===== src/rtl/codec_clock_monitor.sv =====
// Measures the codec LRCLK period and BCLK edges per frame in the system clock domain.
// Optional build macro CLKMON_STICKY_LOST_EN keeps o_clock_lost set until reset.
module codec_clock_monitor #(
  parameter int EXP_BCLK_PER_FRAME = 64,
  parameter int PERIOD_TOL         = 8,
  parameter int LOCK_COUNT         = 4,
  parameter int TIMEOUT_CYCLES     = 4096
) (
  input  logic        i_clock,
  input  logic        i_reset,
  input  logic        i_bclk,
  input  logic        i_lrclk,
  output logic [15:0] o_frame_period,
  output logic [7:0]  o_bclk_count,
  output logic        o_valid,
  output logic        o_locked,
  output logic        o_clock_lost,
  output logic [7:0]  o_error_count
);

  localparam int TW = $clog2(TIMEOUT_CYCLES + 1);
  localparam logic [7:0]    EXP_COUNT    = 8'(EXP_BCLK_PER_FRAME);
  localparam logic [15:0]   TOL          = 16'(PERIOD_TOL);
  localparam logic [3:0]    LOCK_THRESH  = 4'(LOCK_COUNT);
  localparam logic [TW-1:0] TIMEOUT_LAST = TW'(TIMEOUT_CYCLES - 1);
  localparam logic [TW-1:0] TIMEOUT_MAX  = TW'(TIMEOUT_CYCLES);

  typedef enum logic [1:0] {
    ST_ACQUIRE,
    ST_MEASURE,
    ST_TRACK
  } state_t;

  // ---------------------------------------------------------------
  // Input synchronizers: bit 0 = BCLK, bit 1 = LRCLK
  // ---------------------------------------------------------------
  logic [1:0] pin_async;
  logic [1:0] pin_rise;
  logic [1:0] warm_reg;
  logic       warm_done;

  assign pin_async = {i_lrclk, i_bclk};
  assign warm_done = (warm_reg == 2'd3);

  genvar gi;
  generate
    for (gi = 0; gi < 2; gi++) begin : g_sync
      logic s1_reg;
      logic s2_reg;
      logic s3_reg;

      always_ff @(posedge i_clock) begin
        if (i_reset) begin
          s1_reg <= 1'b0;
          s2_reg <= 1'b0;
          s3_reg <= 1'b0;
        end else begin
          s1_reg <= pin_async[gi];
          s2_reg <= s1_reg;
          s3_reg <= s2_reg;
        end
      end

      assign pin_rise[gi] = warm_done & s2_reg & ~s3_reg;
    end
  endgenerate

  // Edges are ignored until the history flop holds real pin data.
  always_ff @(posedge i_clock) begin
    if (i_reset) begin
      warm_reg <= 2'd0;
    end else if (!warm_done) begin
      warm_reg <= warm_reg + 2'd1;
    end
  end

  logic lr_edge;
  logic bc_edge;
  assign lr_edge = pin_rise[1];
  assign bc_edge = pin_rise[0];

  // ---------------------------------------------------------------
  // Free-running frame counters
  // ---------------------------------------------------------------
  logic [15:0]   period_cnt_reg, period_cnt_next;
  logic [7:0]    bclk_cnt_reg, bclk_cnt_next;
  logic [TW-1:0] timeout_reg, timeout_next;

  always_comb begin
    period_cnt_next = period_cnt_reg;
    bclk_cnt_next   = bclk_cnt_reg;
    timeout_next    = timeout_reg;
    if (lr_edge) begin
      period_cnt_next = 16'd1;
      bclk_cnt_next   = {7'd0, bc_edge};
      timeout_next    = '0;
    end else begin
      if (period_cnt_reg != 16'hFFFF) period_cnt_next = period_cnt_reg + 16'd1;
      if (bc_edge && bclk_cnt_reg != 8'hFF) bclk_cnt_next = bclk_cnt_reg + 8'd1;
      if (timeout_reg != TIMEOUT_MAX) timeout_next = timeout_reg + TW'(1);
    end
  end

  // ---------------------------------------------------------------
  // Frame qualification and tracking FSM
  // ---------------------------------------------------------------
  state_t      state_reg, state_next;
  logic [15:0] frame_period_reg, frame_period_next;
  logic [7:0]  bclk_count_reg, bclk_count_next;
  logic        valid_reg, valid_next;
  logic        locked_reg, locked_next;
  logic        lost_reg, lost_next;
  logic [7:0]  error_count_reg, error_count_next;
  logic [3:0]  good_cnt_reg, good_cnt_next;

  logic [15:0] period_delta;
  logic        count_ok;
  logic        period_ok;
  logic        frame_good;
  logic        timeout_hit;
  logic [3:0]  good_inc;

  // The previously latched period doubles as the reference for jitter.
  assign period_delta = (period_cnt_reg >= frame_period_reg) ?
                        (period_cnt_reg - frame_period_reg) :
                        (frame_period_reg - period_cnt_reg);
  assign count_ok     = (bclk_cnt_reg == EXP_COUNT);
  assign period_ok    = (period_delta <= TOL);
  assign frame_good   = count_ok & ((state_reg == ST_MEASURE) | period_ok);
  assign good_inc     = (good_cnt_reg == 4'hF) ? good_cnt_reg : good_cnt_reg + 4'd1;
  // Fires on the cycle the timeout counter steps onto TIMEOUT_CYCLES.
  assign timeout_hit  = (state_reg != ST_ACQUIRE) && !lr_edge && (timeout_reg == TIMEOUT_LAST);

  always_comb begin
    state_next        = state_reg;
    frame_period_next = frame_period_reg;
    bclk_count_next   = bclk_count_reg;
    valid_next        = 1'b0;
    locked_next       = locked_reg;
    lost_next         = lost_reg;
    error_count_next  = error_count_reg;
    good_cnt_next     = good_cnt_reg;

    case (state_reg)
      ST_ACQUIRE: begin
        if (lr_edge) state_next = ST_MEASURE;
      end
      ST_MEASURE, ST_TRACK: begin
        if (lr_edge) begin
          frame_period_next = period_cnt_reg;
          bclk_count_next   = bclk_cnt_reg;
          valid_next        = 1'b1;
          state_next        = ST_TRACK;
          if (frame_good) begin
            good_cnt_next = good_inc;
            if (good_inc >= LOCK_THRESH) locked_next = 1'b1;
          end else begin
            good_cnt_next = 4'd0;
            locked_next   = 1'b0;
            if (error_count_reg != 8'hFF) error_count_next = error_count_reg + 8'd1;
          end
        end else if (timeout_hit) begin
          lost_next     = 1'b1;
          locked_next   = 1'b0;
          good_cnt_next = 4'd0;
          state_next    = ST_ACQUIRE;
        end
      end
      default: state_next = ST_ACQUIRE;
    endcase

`ifdef CLKMON_STICKY_LOST_EN
    // Loss indication is held until reset; acquisition restarts regardless.
`else
    if (lr_edge) lost_next = 1'b0;
`endif
  end

  always_ff @(posedge i_clock) begin
    if (i_reset) begin
      state_reg        <= ST_ACQUIRE;
      period_cnt_reg   <= 16'd0;
      bclk_cnt_reg     <= 8'd0;
      timeout_reg      <= '0;
      frame_period_reg <= 16'd0;
      bclk_count_reg   <= 8'd0;
      valid_reg        <= 1'b0;
      locked_reg       <= 1'b0;
      lost_reg         <= 1'b0;
      error_count_reg  <= 8'd0;
      good_cnt_reg     <= 4'd0;
    end else begin
      state_reg        <= state_next;
      period_cnt_reg   <= period_cnt_next;
      bclk_cnt_reg     <= bclk_cnt_next;
      timeout_reg      <= timeout_next;
      frame_period_reg <= frame_period_next;
      bclk_count_reg   <= bclk_count_next;
      valid_reg        <= valid_next;
      locked_reg       <= locked_next;
      lost_reg         <= lost_next;
      error_count_reg  <= error_count_next;
      good_cnt_reg     <= good_cnt_next;
    end
  end

  assign o_frame_period = frame_period_reg;
  assign o_bclk_count   = bclk_count_reg;
  assign o_valid        = valid_reg;
  assign o_locked       = locked_reg;
  assign o_clock_lost   = lost_reg;
  assign o_error_count  = error_count_reg;

endmodule


===== config.mk =====
export PLATFORM = sky130hd
export DESIGN_NAME = codec_clock_monitor
export DESIGN_NICKNAME = d
export VERILOG_FILES = /design/src/rtl/codec_clock_monitor.sv
export SDC_FILE = /design/constraint.sdc
export NUM_CORES = 1
export LEC_CHECK = 0
export BUFFER_PORTS_ARGS = -buffer_cell sky130_fd_sc_hd__buf_4
export CORE_UTILIZATION = 55
export CTS_BUF_LIST = sky130_fd_sc_hd__clkbuf_8
export DETAILED_ROUTE_END_ITERATION = 16
export PLACE_DENSITY_LB_ADDON = 0.1
export SLEW_MARGIN = 20
export SYNTH_ARGS = -nofsm -noshare
export SYNTH_HDL_FRONTEND = slang
export SYNTH_SLANG_ARGS = --single-unit

===== constraint.sdc =====
create_clock -name i_clock -period 7.6 [get_ports i_clock]
set_input_delay 1.52 -clock i_clock [delete_from_list [all_inputs] [get_ports i_clock]]
set_output_delay 1.52 -clock i_clock [all_outputs]
set_load 0.05 [all_outputs]

==> flow_metrics.py, run 1 <==
metrics = {
    "clocking": {
        "htreeDepth": 3,
        "clk_path_buf_depth": 2,
        "cts_buffers": 9,
        "root_buffer": "clkbuf_8",
        "hold_buffers": 0,
        "tritoncts": "built",
        "cts_resized": 0,
        "clock_latency_ps": 360,
        "path_clk_slew_ps": 90,
        "cts.sinks": 86,
        "postCtsSetupBuffers": 0,
    },
    "cells_and_area": {
        "multiInputGateArea_sq_um": 3400,
        "diodes": 0,
        "syn_to_final_growth_pct": 10.5,
        "fin_util_pct": 63.8,
        "final_nets": 770,
        "seqCellArea_sq_um": 1720,
        "stdcell_count": 857,
        "layout-drive-gt1-share_pct": 10.4,
        "n_fill_cell": 855,
    },
    "power": {
        "p_seq_share_pct": 48.7,
        "leakage_nw": 2.41,
        "p_comb_share_pct": 11.9,
        "switchingPower_mw": 0.257,
        "p_sw_share_pct": 26.9,
        "p_per_area_nw_per_um2": 159,
        "clkPwrFrac_pct": 39.4,
        "p_int_mw": 0.699,
        "ir_worst_vdd_uv": 109,
    },
    "worst_setup_path": {
        "path_class": "flip-flop to flip-flop",
        "cpLargestDelayFamily": "compound AO/OA/AOI/OAI gates",
        "slowest_delay_ps": 510,
        "cp-start-kind": "flip-flop",
        "endpoint_kind": "flip-flop",
        "cp.buffers_inverters": 0,
        "worstPathArrival_ps": 3930,
        "cp.required_ps": 7830,
        "path_cells": "ha_1 -> a21oi_1 -> o21ai_0 -> a211o_1 -> o32ai_2 -> o2111ai_1 -> nor3_1 -> a311oi_1 -> a22oi_2 -> mux2i_1 -> nor2_1",
        "crit_fanout": 14,
        "worst_path_max_delay_cell": "dfxtp_1",
    },
    "timing": {
        "fmax_mhz": 270,
        "post-route-period-util_pct": 48.7,
        "slew_headroom_pct": 46.7,
        "final-setup-viol-count": 0,
        "setup_tns_ps": 0,
        "rsz0062_at_grt": "no",
        "hold_violations": 0,
        "finalCriticalPeriod_ps": 3700,
        "worstMarginPinSlew_ps": 795,
        "report.final.slew_viol_count": 0,
        "whs_ps": 444,
        "skew_ps": 9.02,
    },
    "synth": {
        "yosysSeqAreaShare_pct": 31.7,
        "yosys.cell_count.top_type": "nand2_1",
        "ys.flop_type": "dfxtp_1",
        "ys_warn_count": 0,
        "ys_top_cells_by_count": "nand2_1 (90), dfxtp_1 (86), a21oi_1 (71)",
        "yosys-top-cells-area": "dfxtp_1 (32%), ha_1 (9.9%), a21oi_1 (6.5%)",
        "synth_nets": 749,
        "async_reset_ff_share_pct": 0,
        "synth_edf_count": 0,
        "netlist_area_sq_um": 5440,
        "syn_inst": 702,
        "yosysTopAreaCell": "dfxtp_1",
        "synth_cell_type_count": 65,
        "syn_avg_cell_area_sq_um": 7.75,
        "ys_ff_latch": 86,
        "synth.top_cell.area_share_pct": 31.7,
    },
    "route": {
        "totalWireLength_mm": 12.9,
        "wl_per_cell_um": 15.1,
        "drtPass1Iterations": 5,
        "remaining_drc_errors": 0,
        "vias": 4880,
        "ant_nets": 0,
        "drtIter0Drc": 251,
        "via_per_inst": 5.69,
    },
    "floorplanning": {
        "fp.dieH_um": 101,
        "rows": 35,
        "die_w_um": 101,
        "core_sq_um": 9420,
        "start_util_pct": 57.8,
        "io_pins": 39,
        "die_area_sq_um": 10300,
    },
    "grt": {
        "grt_max_degree": 53,
        "grt_pass1_wl_mm": 21.7,
        "overflow": 0,
        "grtUsageTotal_pct": 26.7,
        "first_global_vias": 4490,
        "antenna_found_initial": 0,
    },
    "placed_design": {
        "port_buffers": 38,
        "dp_hpwl_mm": 9.33,
        "post-place-cells": 841,
        "place.gp.congestion": 0.926,
    },
    "run": {
        "maxCapViolations": 0,
    },
    "min_path": {
        "hold_class": "flip-flop to flip-flop",
    },
    "status": {
        "outcome": "finished clean",
    },
}
metrics by stage:
stage / worst slack [ps] / power (mW) / area (sq um)
floorplan: 4150 / 0.564 / 5440
global placement: 4030 / 0.587 / 5770
detailed placement: 3950 / 0.588 / 5770
CTS: 3920 / 0.971 / 6010
global route: 3560 / 1.00 / 6010
finish: 3900 / 0.956 / 6010
logic make-up after synthesis:
group / Yosys count / synth area share [%]
buf+inv: 78 / 5.73
simple gates: 281 / 25.1
mux: 8 / 1.50
fa+ha+maj: 43 / 9.89
xor+xnor: 37 / 5.96
compound gates: 169 / 20.2
flops: 86 / 31.7
cell type report:
class,count,area share (%)
Clock buffer,9,2.06
Inverter,47,2.94
Multi-Input combinational cell,538,56.7
Tap cell,129,2.69
Timing Repair Buffer,41,5.12
Clock inverter,7,1.87
Sequential cell,86,28.7
path summary, 6_finish.rpt:
check | depth (start not counted) | to | start | slack (ps)
worst max-delay path | 11 | o_error_count[1] | period_cnt_reg[13] | 3900
worst max register to register | 11 | o_error_count[1] | period_cnt_reg[13] | 3900
worst min-delay path | 1 | g_sync[1].s2_reg | g_sync[1].s1_reg | 440
worst min register to register | 1 | g_sync[1].s2_reg | g_sync[1].s1_reg | 440
cell usage in the layout (no fill, tap or decap), drive strengths merged, types with 11 or more instances in the layout:
master  Yosys  routed
buf        10      41
ha         43      43
nor2b      13      13
a21oi      72      72
nand2      91      91
nor3       16      16
xnor2      22      22
or3        11      11
inv        47      50
o21ai      26      26
nor2       68      68
nand4      13      13
dfxtp      86      86
xor2       15      15
nand3      25      25
per-layer routing:
layer	share of wire, %	up-vias	track usage, %	wire, um
li1	-	2485	-	-
met1	47	2272	35.8	6070
met2	47	102	43.5	6080
met3	3.7	21	3.93	484
met4	2.2	0	10.0	289
met5	0	-	0	0
power by group through the flow:
stage / Sequential (mW) / Clock (mW) / Combinational [mW]
2_1_floorplan: 0.474 / 0 / 0.0895
6_report: 0.466 / 0.377 / 0.113
3_3_place_gp: 0.476 / 0 / 0.111
4_1_cts: 0.466 / 0.392 / 0.113
5_1_grt: 0.467 / 0.409 / 0.126
3_5_place_dp: 0.476 / 0 / 0.112
(Power assumes the default switching activity.)
==> inputs of run 2 (changes only) <==
--- a/config.mk
+++ b/config.mk
@@ -5,6 +5,7 @@
 export SDC_FILE = /design/constraint.sdc
 export NUM_CORES = 1
 export LEC_CHECK = 0
+export ABC_AREA = 1
 export BUFFER_PORTS_ARGS = -buffer_cell sky130_fd_sc_hd__buf_4
 export CORE_UTILIZATION = 55
 export CTS_BUF_LIST = sky130_fd_sc_hd__clkbuf_8
==> constraint.sdc (replaced) <==
create_clock -name i_clock -period 3.3 [get_ports i_clock]
set_input_delay 0.66 -clock i_clock [delete_from_list [all_inputs] [get_ports i_clock]]
set_output_delay 0.66 -clock i_clock [all_outputs]
set_load 0.05 [all_outputs]
==> flow_metrics.py, run 2 <==
metrics = {
    "clocking": {
        "hold_buffers": 0,
        "path_clk_slew_ps": 90,
        "tritoncts": "built",
        "cts_buffers": 9,
        "clk_path_buf_depth": 2,
        "cts.sinks": 86,
        "htreeDepth": 3,
        "clock_latency_ps": 360,
        "root_buffer": "clkbuf_8",
        "cts_resized": 0,
        "postCtsSetupBuffers": 0,
    },
    "floorplanning": {
        "fp.dieH_um": 103,
        "die_area_sq_um": 10600,
        "rows": 36,
        "io_pins": 39,
        "die_w_um": 103,
        "start_util_pct": 57.2,
        "core_sq_um": 9820,
    },
    "grt": {
        "grt_pass1_wl_mm": 23.4,
        "antenna_found_initial": 0,
        "met2_usage_pct": 48.8,
        "use_met3_pct": 4.88,
        "grt.busiest_layer": "met2",
        "overflow": 0,
        "first_global_vias": 5251,
        "grtUsageTotal_pct": 28.2,
        "use_met1_pct": 33.7,
        "grt_max_degree": 44,
    },
    "synth": {
        "ys.flop_type": "dfxtp_1",
        "yosysSeqAreaShare_pct": 30.7,
        "synth_nets": 915,
        "ys_top_cells_by_count": "nand2_1 (212), inv_1 (133), dfxtp_1 (86)",
        "yosysTopAreaCell": "dfxtp_1",
        "syn_avg_cell_area_sq_um": 6.47,
        "yosys-top-cells-area": "dfxtp_1 (31%), nand2_1 (14%), ha_1 (9.6%)",
        "synth_edf_count": 0,
        "ys_warn_count": 0,
        "syn_inst": 868,
        "yosys.cell_count.top_type": "nand2_1",
        "synth_cell_type_count": 40,
        "synth.top_cell.area_share_pct": 30.7,
        "netlist_area_sq_um": 5610,
        "async_reset_ff_share_pct": 0,
        "ys_ff_latch": 86,
    },
    "cells_and_area": {
        "final_nets": 952,
        "stdcell_count": 1043,
        "n_fill_cell": 963,
        "syn_to_final_growth_pct": 11.4,
        "mostFrequentLayoutCells": "nand2_1 (212), inv_1 (133), dfxtp_1 (86)",
        "final_common_cell": "nand2_1",
        "diodes": 0,
        "layout-drive-gt1-share_pct": 9.56,
    },
    "timing": {
        "worstMarginPinSlew_ps": 910,
        "rsz0062_at_grt": "no",
        "post-route-period-util_pct": 87.1,
        "report.final.slew_viol_count": 0,
        "final-setup-viol-count": 0,
        "setup_tns_ps": 0,
        "hold_violations": 0,
        "slew_headroom_pct": 39.0,
        "skew_ps": 16.6,
        "fmax_mhz": 348,
        "whs_ps": 414,
        "finalCriticalPeriod_ps": 2870,
    },
    "worst_setup_path": {
        "r2r-start": "o_frame_period[5]",
        "worstPathArrival_ps": 3160,
        "path_class": "flip-flop to flip-flop",
        "endpoint_kind": "flip-flop",
        "r2r_cells": 20,
        "rr_endpoint": "o_error_count[5]",
        "cp.required_ps": 3580,
        "crit_start": "o_frame_period[5]",
        "rrSetupSlack_ps": 430,
        "crit_fanout": 10,
        "cp-start-kind": "flip-flop",
    },
    "route": {
        "totalWireLength_mm": 14.1,
        "drtIter0Drc": 261,
        "drtPass1Iterations": 5,
        "via_per_inst": 5.31,
        "wl_per_cell_um": 13.5,
        "vias": 5537,
        "remaining_drc_errors": 0,
        "ant_nets": 0,
    },
    "min_path": {
        "min_to": "g_sync[0].s2_reg",
        "hold_path.startpoint": "g_sync[0].s1_reg",
        "hold_class": "flip-flop to flip-flop",
        "hold_depth": 2,
    },
    "placed_design": {
        "post-place-cells": 1027,
        "place.gp.congestion": 0.925,
        "port_buffers": 38,
        "dp_hpwl_mm": 11.0,
    },
    "power": {
        "fin_total_pwr_mw": 2.19,
        "p_per_area_nw_per_um2": 350,
        "ir_worst_vdd_uv": 305,
        "leakage_nw": 2.98,
    },
    "run": {
        "maxCapViolations": 0,
    },
    "status": {
        "outcome": "finished clean",
    },
}
[run 2: changes by cell type after synthesis, moves of 8 or more]
cell and delta:
nand2_1 +122, inv_1 +86, nand3_1 +42, o21ai_0 +29, xnor2_1 -17, a21oi_1 +14, nor2b_1 -11, or3_1 -11
a211oi_1 -8, a21o_1 -8, nand2b_1 -8
[run 2: how the worst max path moves through the flow]
stage	endpoint	slack (ps)	depth (start not counted)
final	o_error_count[5]	430	20
after global routing	o_error_count[7]	100	20
after CTS	o_error_count[5]	470	20
after detailed placement	o_error_count[5]	500	19
after global placement	o_error_count[1]	500	19
after floorplan	o_error_count[2]	570	19
[run 2: logic make-up after synthesis]
group / after synthesis / synth area share (%)
flops: 86 / 30.7
xor+xnor: 19 / 2.96
simple gates: 407 / 31.5
mux: 1 / 0.178
buf+inv: 159 / 10.7
compound gates: 153 / 14.4
fa+ha+maj: 43 / 9.58
[run 2: worst max-delay path, cell delays in order (launching register included)]
cell     delay, ps
dfxtp_1        410
inv_1           80
ha_1           470
nand2_2        140
nor2_2         210
nand2_1        110
nand3_2        120
nand2_1         70
nand2_1         70
nand2_1         50
nand2_1         80
nand3_1        100
nor2_1         110
nand2_1         70
nand2_1         70
nand2_1         90
nand2_2        130
nand2_4        110
nand2_4        110
nand2_1         60
a21oi_1        120
[run 2: layout make-up]
class,instances,area (sq um),area share [%]
multi-input combinational,623,3290,52.6
tap,133,166,2.66
timing repair buffer,43,323,5.16
clock inverter,4,52.6,0.840
inverter,142,533,8.52
clock buffer,12,165,2.64
sequential,86,1720,27.5
[run 2: stage by stage]
| step | worst slack, ps | instance area [sq um] | util (%) |
|---|---|---|---|
| floorplan | 565 | 5610 | - |
| global placement | 501 | 6040 | 61.5 |
| detailed placement | 497 | 6040 | 61.5 |
| CTS | 469 | 6250 | 63.7 |
| global route | 105 | 6250 | 63.7 |
| finish | 426 | 6250 | 63.7 |
[run 2: metal layers]
metal / share of wire [%] / vias to the layer above / routed length (um)
li1: - / 2860 / -
met1: 45 / 2513 / 6310
met2: 48 / 122 / 6800
met3: 3.4 / 42 / 481
met4: 3.5 / 0 / 491
met5: 0 / - / 0
[run 2: report_power, final]
part           total (mW)  leakage (nW)  internal [mW]  switching [mW]
Clock               0.793         0.113          0.415           0.378
Sequential           1.07         0.695           1.05          0.0146
Combinational       0.324          2.17          0.107           0.217
==> inputs of run 3 (changes only) <==
--- a/config.mk
+++ b/config.mk
@@ -7,6 +7,7 @@
 export LEC_CHECK = 0
 export ABC_AREA = 1
 export BUFFER_PORTS_ARGS = -buffer_cell sky130_fd_sc_hd__buf_4
+export CORE_MARGIN = 2
 export CORE_UTILIZATION = 55
 export CTS_BUF_LIST = sky130_fd_sc_hd__clkbuf_8
 export DETAILED_ROUTE_END_ITERATION = 16
==> flow_metrics.py, run 3 (same netlist as run 2, synthesis figures left out) <==
metrics = {
    "grt": {
        "grtUsageTotal_pct": 26.3,
        "overflow": 0,
        "first_global_vias": 5319,
        "antenna_found_initial": 0,
        "grt_pass1_wl_mm": 23.7,
        "grt_max_degree": 31,
    },
    "cells_and_area": {
        "final_nets": 953,
        "final_common_cell": "nand2_1",
        "n_fill_cell": 958,
        "mostFrequentLayoutCells": "nand2_1 (212), inv_1 (134), dfxtp_1 (86)",
        "fin_util_pct": 63.3,
        "syn_to_final_growth_pct": 10.8,
        "stdcell_count": 1041,
        "layout-drive-gt1-share_pct": 9.25,
        "diodes": 0,
    },
    "worst_setup_path": {
        "rrSetupSlack_ps": 380,
        "path_cells": "inv_1 -> ha_1 -> a21oi_1 -> nor2_1 -> nor2_1 -> nand2_1 -> nand2_1 -> nand3b_1 -> nand2_1 -> nand3_1 -> nor2_1 -> nand2_1 -> nand2_1 -> nand2_1 -> nand2_2 -> nand2_4 -> nand2_4 -> nand2_1 -> a21oi_1",
        "crit_top_cell": "nand2_1",
        "cp.buffers_inverters": 1,
        "slowest_delay_ps": 390,
        "endpoint_kind": "flip-flop",
        "rr_endpoint": "o_error_count[2]",
        "worstPathArrival_ps": 3210,
        "path_class": "flip-flop to flip-flop",
        "cpLargestDelayFamily": "simple AND/OR/NAND/NOR gates",
        "worst_path_max_delay_cell": "dfxtp_1",
        "crit_start": "o_frame_period[4]",
        "cp-endpoint": "o_error_count[2]",
        "crit_fanout": 10,
        "r2r_cells": 19,
        "r2r-start": "o_frame_period[4]",
        "cp_num_cells": 19,
        "cp.required_ps": 3590,
        "cp-start-kind": "flip-flop",
    },
    "power": {
        "switchingPower_mw": 0.584,
        "p_seq_share_pct": 50.9,
        "leakage_nw": 2.97,
        "clkPwrFrac_pct": 33.8,
        "p_per_area_nw_per_um2": 338,
        "p_comb_share_pct": 15.3,
        "ir_worst_vdd_uv": 285,
        "p_int_mw": 1.52,
        "p_sw_share_pct": 27.8,
    },
    "clocking": {
        "htreeDepth": 3,
        "clk_path_buf_depth": 2,
        "cts_buffers": 9,
        "cts.sinks": 86,
        "hold_buffers": 0,
        "postCtsSetupBuffers": 0,
        "cts_resized": 0,
        "root_buffer": "clkbuf_8",
        "clock_latency_ps": 360,
        "tritoncts": "built",
        "path_clk_slew_ps": 90,
    },
    "route": {
        "totalWireLength_mm": 14.1,
        "drtIter0Drc": 311,
        "via_per_inst": 5.36,
        "remaining_drc_errors": 0,
        "vias": 5582,
        "ant_nets": 0,
        "wl_per_cell_um": 13.5,
        "drtPass1Iterations": 5,
    },
    "floorplanning": {
        "start_util_pct": 57.2,
        "io_pins": 39,
        "fp.dieH_um": 105,
        "die_w_um": 105,
        "die_area_sq_um": 11000,
        "core_sq_um": 9820,
        "rows": 36,
    },
    "timing": {
        "setup_tns_ps": 0,
        "fmax_mhz": 342,
        "slew_headroom_pct": 40.0,
        "report.final.slew_viol_count": 0,
        "skew_ps": 12.6,
        "final-setup-viol-count": 0,
        "post-route-period-util_pct": 88.6,
        "finalCriticalPeriod_ps": 2920,
        "setup_slack_ps": 377,
        "hold_violations": 0,
        "rsz0062_at_grt": "no",
        "worstMarginPinSlew_ps": 896,
    },
    "placed_design": {
        "place.gp.congestion": 1.02,
        "dp_hpwl_mm": 11.1,
        "port_buffers": 38,
        "pre_cts_ws_ps": 422,
        "post-place-cells": 1028,
    },
    "status": {
        "outcome": "finished clean",
    },
    "min_path": {
        "hold_path.startpoint": "g_sync[0].s1_reg",
        "hold_class": "flip-flop to flip-flop",
    },
    "run": {
        "maxCapViolations": 0,
    },
}
## run 3: power groups by stage
stage,clock (mW),sequential (mW),combinational [mW]
6_report,0.709,1.07,0.321
3_3_place_gp,0,1.09,0.310
3_5_place_dp,0,1.09,0.317
2_1_floorplan,0,1.09,0.241
5_1_grt,0.771,1.07,0.373
4_1_cts,0.724,1.07,0.319
## run 3: worst min-delay path by stage
stage / endpoint / slack [ps] / cells past startpoint
2_1_floorplan: g_sync[0].s2_reg / 390 / 2
3_3_place_gp: g_sync[0].s2_reg / 390 / 2
3_5_place_dp: g_sync[0].s2_reg / 410 / 2
4_1_cts: g_sync[0].s2_reg / 420 / 2
5_1_grt: g_sync[0].s2_reg / 420 / 2
6_report: g_sync[0].s2_reg / 410 / 2
## run 3: per-stage QoR
stage / cell area [sq um] / power, mW / hold slack (ps)
6_report: 6220 / 2.10 / 411
2_1_floorplan: 5610 / 1.33 / 388
4_1_cts: 6220 / 2.11 / 421
3_5_place_dp: 6040 / 1.41 / 412
3_3_place_gp: 6040 / 1.40 / 389
5_1_grt: 6220 / 2.22 / 424
## run 3: per-layer routing
metal	wire length, um	GRT usage, %	vias up
met5	0	0	-
met4	508	12.1	0
met3	563	3.93	46
met2	6960	46.2	134
met1	6030	31.4	2542
li1	-	-	2860
## run 3: layout make-up
class	count	area (sq um)	share of cell area (%)
multi-input combinational	623	3290	52.9
sequential	86	1720	27.7
inverter	142	533	8.57
timing repair buffer	44	330	5.31
clock inverter	3	38.8	0.624
clock buffer	10	138	2.21
tap	133	166	2.68
## run 3: worst register-to-register path, stage by stage (launching register included)
cell and delay, ps:
dfxtp_1 390, inv_1 70, ha_1 390, a21oi_1 360, nor2_1 120, nor2_1 170
nand2_1 110, nand2_1 100, nand3b_1 70, nand2_1 70, nand3_1 110, nor2_1 120
nand2_1 60, nand2_1 70, nand2_1 100, nand2_2 130, nand2_4 110, nand2_4 110
nand2_1 70, a21oi_1 130
